===== config.mk =====
export PLATFORM = sky130hd
export DESIGN_NAME = serial_595_tx
export DESIGN_NICKNAME = d
export VERILOG_FILES = /design/src/rtl/serial_595_tx_pkg.sv /design/src/rtl/serial_tick_gen.sv /design/src/rtl/serial_595_tx.sv
export SDC_FILE = /design/constraint.sdc
export NUM_CORES = 1
export LEC_CHECK = 0
export ABC_AREA = 1
export CORE_MARGIN = 1
export CORE_UTILIZATION = 35
export DETAILED_ROUTE_END_ITERATION = 7
export PLACE_DENSITY = 0.66
export SYNTH_ARGS = -nofsm -noshare
export SYNTH_HDL_FRONTEND = slang
export SYNTH_HIERARCHICAL = 1
export SYNTH_SLANG_ARGS = --single-unit

===== constraint.sdc =====
create_clock -name clk -period 3.5 [get_ports clk]
set_input_delay 0.525 -clock clk [delete_from_list [all_inputs] [get_ports clk]]
set_output_delay 0.525 -clock clk [all_outputs]
set_load 0.005 [all_outputs]

===== src/rtl/serial_595_tx_pkg.sv =====
// serial_595_tx_pkg
//   Shared types for the 74HC595-style serial transmitter.
//   Holds the FSM state encoding constants and the state enum built on them.
package serial_595_tx_pkg;

  localparam logic [1:0] ST_IDLE_ENC     = 2'b00;
  localparam logic [1:0] ST_SHIFT_LO_ENC = 2'b01;
  localparam logic [1:0] ST_SHIFT_HI_ENC = 2'b10;
  localparam logic [1:0] ST_LATCH_ENC    = 2'b11;

  typedef enum logic [1:0] {
    IDLE     = ST_IDLE_ENC,
    SHIFT_LO = ST_SHIFT_LO_ENC,
    SHIFT_HI = ST_SHIFT_HI_ENC,
    LATCH    = ST_LATCH_ENC
  } tx_state_e;

endpackage


===== src/rtl/serial_tick_gen.sv =====
// serial_tick_gen
//   Half-period tick generator. Counts modulo div and pulses tick_o on the
//   last clk cycle of each phase. Holding restart_i high keeps the counter at
//   zero so the first phase after leaving IDLE is a full div cycles long; every
//   other phase boundary coincides with a tick, so the counter wraps to zero
//   exactly on state entry.
// Ports:
//   clk        system clock
//   rst        asynchronous active-high reset
//   restart_i  hold counter at zero (asserted while the FSM is idle)
//   tick_o     high on the final cycle of a div-cycle phase
module serial_tick_gen #(
  parameter int div = 4
) (
  input  logic clk,
  input  logic rst,
  input  logic restart_i,
  output logic tick_o
);

  localparam int CW = $clog2(div + 1);

  logic [CW-1:0] cnt_q;
  logic [CW-1:0] cnt_d;

  assign tick_o = (cnt_q == CW'(div - 1)) && !restart_i;

  always_comb begin
    cnt_d = cnt_q + CW'(1);
    if (restart_i || tick_o) begin
      cnt_d = '0;
    end
  end

  always_ff @(posedge clk or posedge rst) begin
    if (rst) begin
      cnt_q <= '0;
    end else begin
      cnt_q <= cnt_d;
    end
  end

endmodule


===== src/rtl/serial_595_tx.sv =====
// serial_595_tx
//   Serialises a parallel word into a 74HC595-style shift register: data on
//   ser_data, shift clock on ser_clk, storage latch strobe on ser_latch.
//   Each bit takes div cycles with ser_clk low, then div cycles with ser_clk
//   high; after the last bit ser_latch is pulsed for div cycles.
//   Handshake: a word is taken on a rising clk edge where valid_in and
//   ready_out are both high; ready_out is high only in IDLE, and nothing is
//   queued while a word is in flight.
//   Bit order is MSB first; define SERIAL_595_TX_LSB_FIRST_EN for LSB first.
//   All outputs come straight from flops loaded with next-state values.
// Ports:
//   clk, rst    system clock, asynchronous active-high reset
//   data_in     parallel word to send
//   valid_in    data_in is valid
//   ready_out   transmitter can accept a word
//   ser_clk     serial shift clock
//   ser_data    serial data bit
//   ser_latch   storage-register latch strobe
//   busy        FSM not in IDLE
//   state_o     current FSM state (debug observation)
module serial_595_tx
  import serial_595_tx_pkg::*;
#(
  parameter int w_data = 8,
  parameter int div    = 4
) (
  input  logic              clk,
  input  logic              rst,
  input  logic [w_data-1:0] data_in,
  input  logic              valid_in,
  output logic              ready_out,
  output logic              ser_clk,
  output logic              ser_data,
  output logic              ser_latch,
  output logic              busy,
  output tx_state_e         state_o
);

  localparam int BCW = $clog2(w_data + 1);

  tx_state_e         state_q, state_d;
  logic [w_data-1:0] shift_q, shift_d;
  logic [w_data-1:0] shifted;
  logic [BCW-1:0]    bit_cnt_q, bit_cnt_d;
  logic              tick;
  logic              restart;
  logic              next_bit;

  logic ready_q, ready_d;
  logic busy_q, busy_d;
  logic ser_clk_q, ser_clk_d;
  logic ser_data_q, ser_data_d;
  logic ser_latch_q, ser_latch_d;

  assign restart = (state_q == IDLE);

  serial_tick_gen #(.div(div)) u_tick_gen (
    .clk       (clk),
    .rst       (rst),
    .restart_i (restart),
    .tick_o    (tick)
  );

  // The bit on the wire is always at one end of the shift register; the
  // register moves one place when a bit's high phase ends.
`ifdef SERIAL_595_TX_LSB_FIRST_EN
  assign shifted  = {1'b0, shift_q[w_data-1:1]};
  assign next_bit = shift_d[0];
`else
  assign shifted  = {shift_q[w_data-2:0], 1'b0};
  assign next_bit = shift_d[w_data-1];
`endif

  always_comb begin
    state_d   = state_q;
    shift_d   = shift_q;
    bit_cnt_d = bit_cnt_q;
    case (state_q)
      IDLE: begin
        if (valid_in && ready_q) begin
          shift_d   = data_in;
          bit_cnt_d = '0;
          state_d   = SHIFT_LO;
        end
      end
      SHIFT_LO: begin
        if (tick) state_d = SHIFT_HI;
      end
      SHIFT_HI: begin
        if (tick) begin
          bit_cnt_d = bit_cnt_q + BCW'(1);
          shift_d   = shifted;
          state_d   = (bit_cnt_q == BCW'(w_data - 1)) ? LATCH : SHIFT_LO;
        end
      end
      LATCH: begin
        if (tick) state_d = IDLE;
      end
      default: state_d = IDLE;
    endcase
  end

  // Output flops are loaded from the next state so they line up with state_q.
  // ser_data only takes a new value on entry to SHIFT_LO; it holds through
  // SHIFT_HI and LATCH and is cleared in IDLE.
  always_comb begin
    ready_d     = (state_d == IDLE);
    busy_d      = (state_d != IDLE);
    ser_clk_d   = (state_d == SHIFT_HI);
    ser_latch_d = (state_d == LATCH);
    ser_data_d  = 1'b0;
    case (state_d)
      SHIFT_LO, SHIFT_HI: ser_data_d = next_bit;
      LATCH:              ser_data_d = ser_data_q;
      default:            ser_data_d = 1'b0;
    endcase
  end

  always_ff @(posedge clk or posedge rst) begin
    if (rst) begin
      state_q     <= IDLE;
      shift_q     <= '0;
      bit_cnt_q   <= '0;
      ready_q     <= 1'b1;
      busy_q      <= 1'b0;
      ser_clk_q   <= 1'b0;
      ser_data_q  <= 1'b0;
      ser_latch_q <= 1'b0;
    end else begin
      state_q     <= state_d;
      shift_q     <= shift_d;
      bit_cnt_q   <= bit_cnt_d;
      ready_q     <= ready_d;
      busy_q      <= busy_d;
      ser_clk_q   <= ser_clk_d;
      ser_data_q  <= ser_data_d;
      ser_latch_q <= ser_latch_d;
    end
  end

  assign ready_out = ready_q;
  assign busy      = busy_q;
  assign ser_clk   = ser_clk_q;
  assign ser_data  = ser_data_q;
  assign ser_latch = ser_latch_q;
  assign state_o   = state_q;

endmodule

* Yosys cells after proc, flatten, opt, wreduce, memory -nomap -nowiden
Index checks and enable logic that the tools add are counted.
Cells by class: add/sub/neg operators 2, equality and inequality tests 10, mux-type cells 14, reductions and logical operators 10
Operators with widths (count):
- $mux 8 | 2
- $pmux 8 s2 | 1
- $mux 2 | 5
- $eq 2x2->1 const B | 4
- $mux 4 | 2
- $pmux 2 s4 | 1
- $pmux 4 s2 | 1
- $add 4x1->4 const B | 1
- $eq 2x1->1 const B | 2
- $eq 4x3->1 const B | 1
- $logic_not 2->1 | 2
- $reduce_bool 2->1 | 2
- $add 3x1->3 const B | 1
- $eq 3x2->1 const B | 1
- $mux 3 | 1
- $reduce_and 3->1 | 1
- $logic_and 1x1->1 | 2
- $ne 2x1->1 const B | 1
- $ne 2x2->1 const B | 1
- $pmux 1 s2 | 1
- $reduce_or 2->1 | 1
- $logic_not 1->1 | 1
- $logic_or 1x1->1 | 1
Word-level totals: flip-flop bits (word level) 22, input bits 11, output and inout bits 7, word-level logic and storage cells 46

* Depth between registers and ports, before layout
depth in word-level cells 8, depth in mapped cells 12, gate-level depth less buffers 12

* Cells and area by module
The synthesis kept the hierarchy.
By module, submodules not included:
- serial_595_tx | times used 1, cells each 106, area each 923.4 um2, seq. area each 476.7 um2
- serial_tick_gen | times used 1, cells each 15, area each 140.1 um2, seq. area each 75.1 um2

* Least setup slack after synthesis
OpenSTA, ideal clock, no wires.
path kind register to register, from register u_tick_gen.cnt_q[0], to register ser_data_q (netlist: ser_data), library setup time 65 ps, arrival 1784 ps, required time 3435 ps, setup slack 1651 ps, cell stages (with the launch flop) 13, buffers on the path 0, period minus slack after synthesis 1849 ps, cells stage by stage dfrtp_1 > ha_1 > ha_1 > inv_2 > nor2_1 > nand2_2 > nand2_2 > a21oi_1 > inv_1 > ha_1 > nor2_1 > nand2_1 > nand2_1
On the way: word-level cells in the longest chain between the ends 7, elaborated cells on any way between the ends 13, classes of those cells eq/ne: 4; mux: 7; reduce/logical: 2
Ends and longest elaborated chain:
- start: declaration | line serial_tick_gen.sv:23 | logic [CW-1:0] cnt_q;
- start signal: assignment | line serial_tick_gen.sv:39 | cnt_q <= cnt_d;
- $eq 3x2->1 (*) | line serial_tick_gen.sv:26 | assign tick_o = (cnt_q == CW'(div - 1)) && !restart_i;
- $logic_and 1x1->1 (*) | line serial_tick_gen.sv:26
- via tick | line serial_595_tx.sv:45 | logic tick;
- $mux 2 (on tied branches) | line serial_595_tx.sv:97, serial_595_tx.sv:87, serial_595_tx.sv:90
- $pmux 2 s4 (*) | line serial_595_tx.sv:78 | case (state_q)
- via state_d[0] | line serial_595_tx.sv:41 | tx_state_e state_q, state_d;
- $eq 2x2->1 or $eq 2x1->1 (tied branches) | line serial_595_tx.sv:112 | case (state_d)
- $reduce_or 2->1 | line serial_595_tx.sv:112
- $pmux 1 s2 | line serial_595_tx.sv:112
- end signal: assignment | line serial_595_tx.sv:136 | ser_data_q <= ser_data_d;
- end: declaration | line serial_595_tx.sv:52 | logic ser_data_q, ser_data_d;
Mark *: on every way through the listed nets, which the timed path passes. The rest lies on a longest branch. The select of a mux whose other input is x is not followed. A chain may end at the register's enable or synchronous reset.

* Final worst setup path
Ends and elaborated chain as after synthesis.

==> flow_summary.ini <==
[run_status]
status = completed

[setup_path]
worstReg2RegEnd = ser_data
r2r_setup_slack_ns = 1.40
path_class = reg2reg
r2r_start = u_tick_gen/cnt_q[0]
start_kind = flip-flop
crit_fanout = 4
worstPathArrival_ns = 2.35
end_kind = flip-flop
r2r_cells = 12
crit_required_ns = 3.75

[cells_and_area]
nets = 161
final_common_cell = nand2_1
antennaDiodeCount = 0
final_cell_mix = nand2_1, dfrtp_1, clkdlybuf4s50_1, inv_1, nand3_1
area_growth_pct = 22.00
fill_cells = 265
drive_above_1_share_pct = 12.06

[placed_design]
port_buffers = 17
pre_cts_slack_ns = 1.354
dp_hpwl_um = 1350
gp_congestion = 0.7999

[synth]
ys.flop_type = dfrtp_1
synth_warnings = 6
synth.avg_cell_area_um2 = 8.789
async_flop_share_pct = 100.0
synth_area_um2 = 1064
synth_edf_count = 0
synth_cells = 121
yosysUniqueCellTypes = 20
synthesis.nets = 140
ys_seq_elements = 22
synth_seq_area_share_pct = 51.88

[clock_network]
ctsHoldBuffers = 0
cts-root-buf = clkbuf_4
cts_resized = 0
cts_setup_buffers = 0
htreeDepth = 1
clk_latency_ns = 0.30
numCtsBuffers = 3
clk_pin_slew_worst_paths_ns = 0.13
clockBufferDepth = 2
cts_tree = built
cts.sinks = 22

[timing]
setup-tns-final_ns = 0
setup_violations = 0
period_share_pct = 60.11
worst_pin_slew_ns = 0.7148
final_hold_viol_count = 0
final-max-slew-violation-count = 0
finClkSkew_ns = 0.007484
fin_ws_ns = 1.396
relSlewSlack_pct = 52.29
final.min_clock_period_ns = 2.104
fmax_mhz = 475.3
hold_slack_ns = 0.3997
grt_setup_unrepaired = false

[power]
vdd_ir_drop_max_mv = 0.3296
swShare_pct = 36.78
internal_power_uw = 584.2
netSwitchingPower_uw = 339.9
power.density_nw_per_um2 = 712.3
pwr-share-seq_pct = 46.2
power_leakage_uw = 0.0006654
pwr-share-clk_pct = 15.1
pwr-share-comb_pct = 38.7

[job]
maxCapViolCount = 0

[die]
die-area_um2 = 3263
rows = 19
initial_core_util_pct = 37.59
pin_count = 18
die_x_um = 57.13
core_um2 = 2829
die_h_um = 57.13

[routing]
drtIter0Drc = 4
drtAntennaViolNets = 0
drcViolationCount = 0
route.vias.total = 791
routed_via_density = 4.599
drt_pass1_iterations = 4
drt_wl_total_um = 1806
wire_per_inst_um = 10.50

[grt]
overflow = 0
antenna_found_initial = 0
grt_first_pass_wirelength_um = 3153
grt_max_degree = 20
first_global_vias = 754
grtUsageTotal_pct = 12.71

[hold_path]
min_path_type = in2async
## worst max path at each step
stage,start,to,slack (ns),cells past startpoint
after floorplan,u_tick_gen/cnt_q[0],ser_data,1.65,12
after global placement,valid_in,ser_data,1.44,9
after detailed placement,valid_in,ser_data,1.35,9
after CTS,u_tick_gen/cnt_q[0],ser_data,1.36,12
after global routing,u_tick_gen/cnt_q[0],ser_data,1.14,12
final,u_tick_gen/cnt_q[0],ser_data,1.40,12
## per-stage QoR
step / power [uW] / cell area [um2] / utilization [%] / std cells
after global routing: 1013 / 1297 / 45.86 / 172
after detailed placement: 795.5 / 1261 / 44.58 / 168
after floorplan: 660.3 / 1064 / - / 121
after CTS: 939.3 / 1297 / 45.86 / 172
after global placement: 782.3 / 1261 / 44.58 / 168
final: 924.2 / 1297 / 45.86 / 172
## state kept, by name, indices dropped and copies added (netlist names)
name / count
shift_q: 8
busy: 1
state_o: 2
ser_clk: 1
u_tick_gen/cnt_q: 3
ready_out: 1
bit_cnt_q: 4
ser_latch: 1
ser_data: 1
## routing by layer
layer  part of all wire (%)  track usage [%]
met2                     51            20.67
met3                    1.8            2.041
met1                     46            16.11
met5                      0                0
met4                    1.7            7.317
## kinds of logic after synthesis
logic type | after synthesis | synth area share, %
AND/OR/NAND/NOR | 67 | 28.12
flip-flops | 22 | 51.88
buffers and inverters | 18 | 7.059
adder cells (fa/ha/maj) | 8 | 9.412
AO/OA/AOI/OAI | 5 | 2.705
XOR/XNOR | 1 | 0.8237
## critical path, stage by stage (launching register included)
cell and delay [ns]:
dfrtp_1 0.41, ha_1 0.20, ha_1 0.19, inv_2 0.06
nor2_1 0.08, nand2_2 0.13, nand2_2 0.08, a21oi_1 0.30
inv_1 0.14, ha_1 0.23, nor2_1 0.10, nand2_1 0.06
nand2_1 0.05
## final cells by class
cell class | count | area, um2 | area share [%]
sequential | 22 | 551.8 | 42.53
multi-input combinational | 81 | 436.7 | 33.65
timing repair buffer | 17 | 170.2 | 13.11
inverter | 17 | 63.81 | 4.918
tap | 31 | 38.79 | 2.989
clock buffer | 4 | 36.28 | 2.797
## cell usage after synthesis, types with 2 or more instances
master | instances | area [um2]
nor2_1 | 8 | 30.03
a21oi_1 | 2 | 10.01
inv_2 | 3 | 11.26
nand3_1 | 14 | 70.07
dfrtp_1 | 21 | 525.5
nand2_1 | 36 | 135.1
nand2_2 | 4 | 25.02
inv_1 | 14 | 52.55
ha_1 | 8 | 100.1
## power groups by stage
stage	logic [uW]	registers [uW]	clock network [uW]
after floorplan	238	422	0
after global placement	354	428	0
after detailed placement	364	431	0
after CTS	367	427	146
after global routing	423	439	152
final	358	427	139
(Power assumes the default switching activity.)
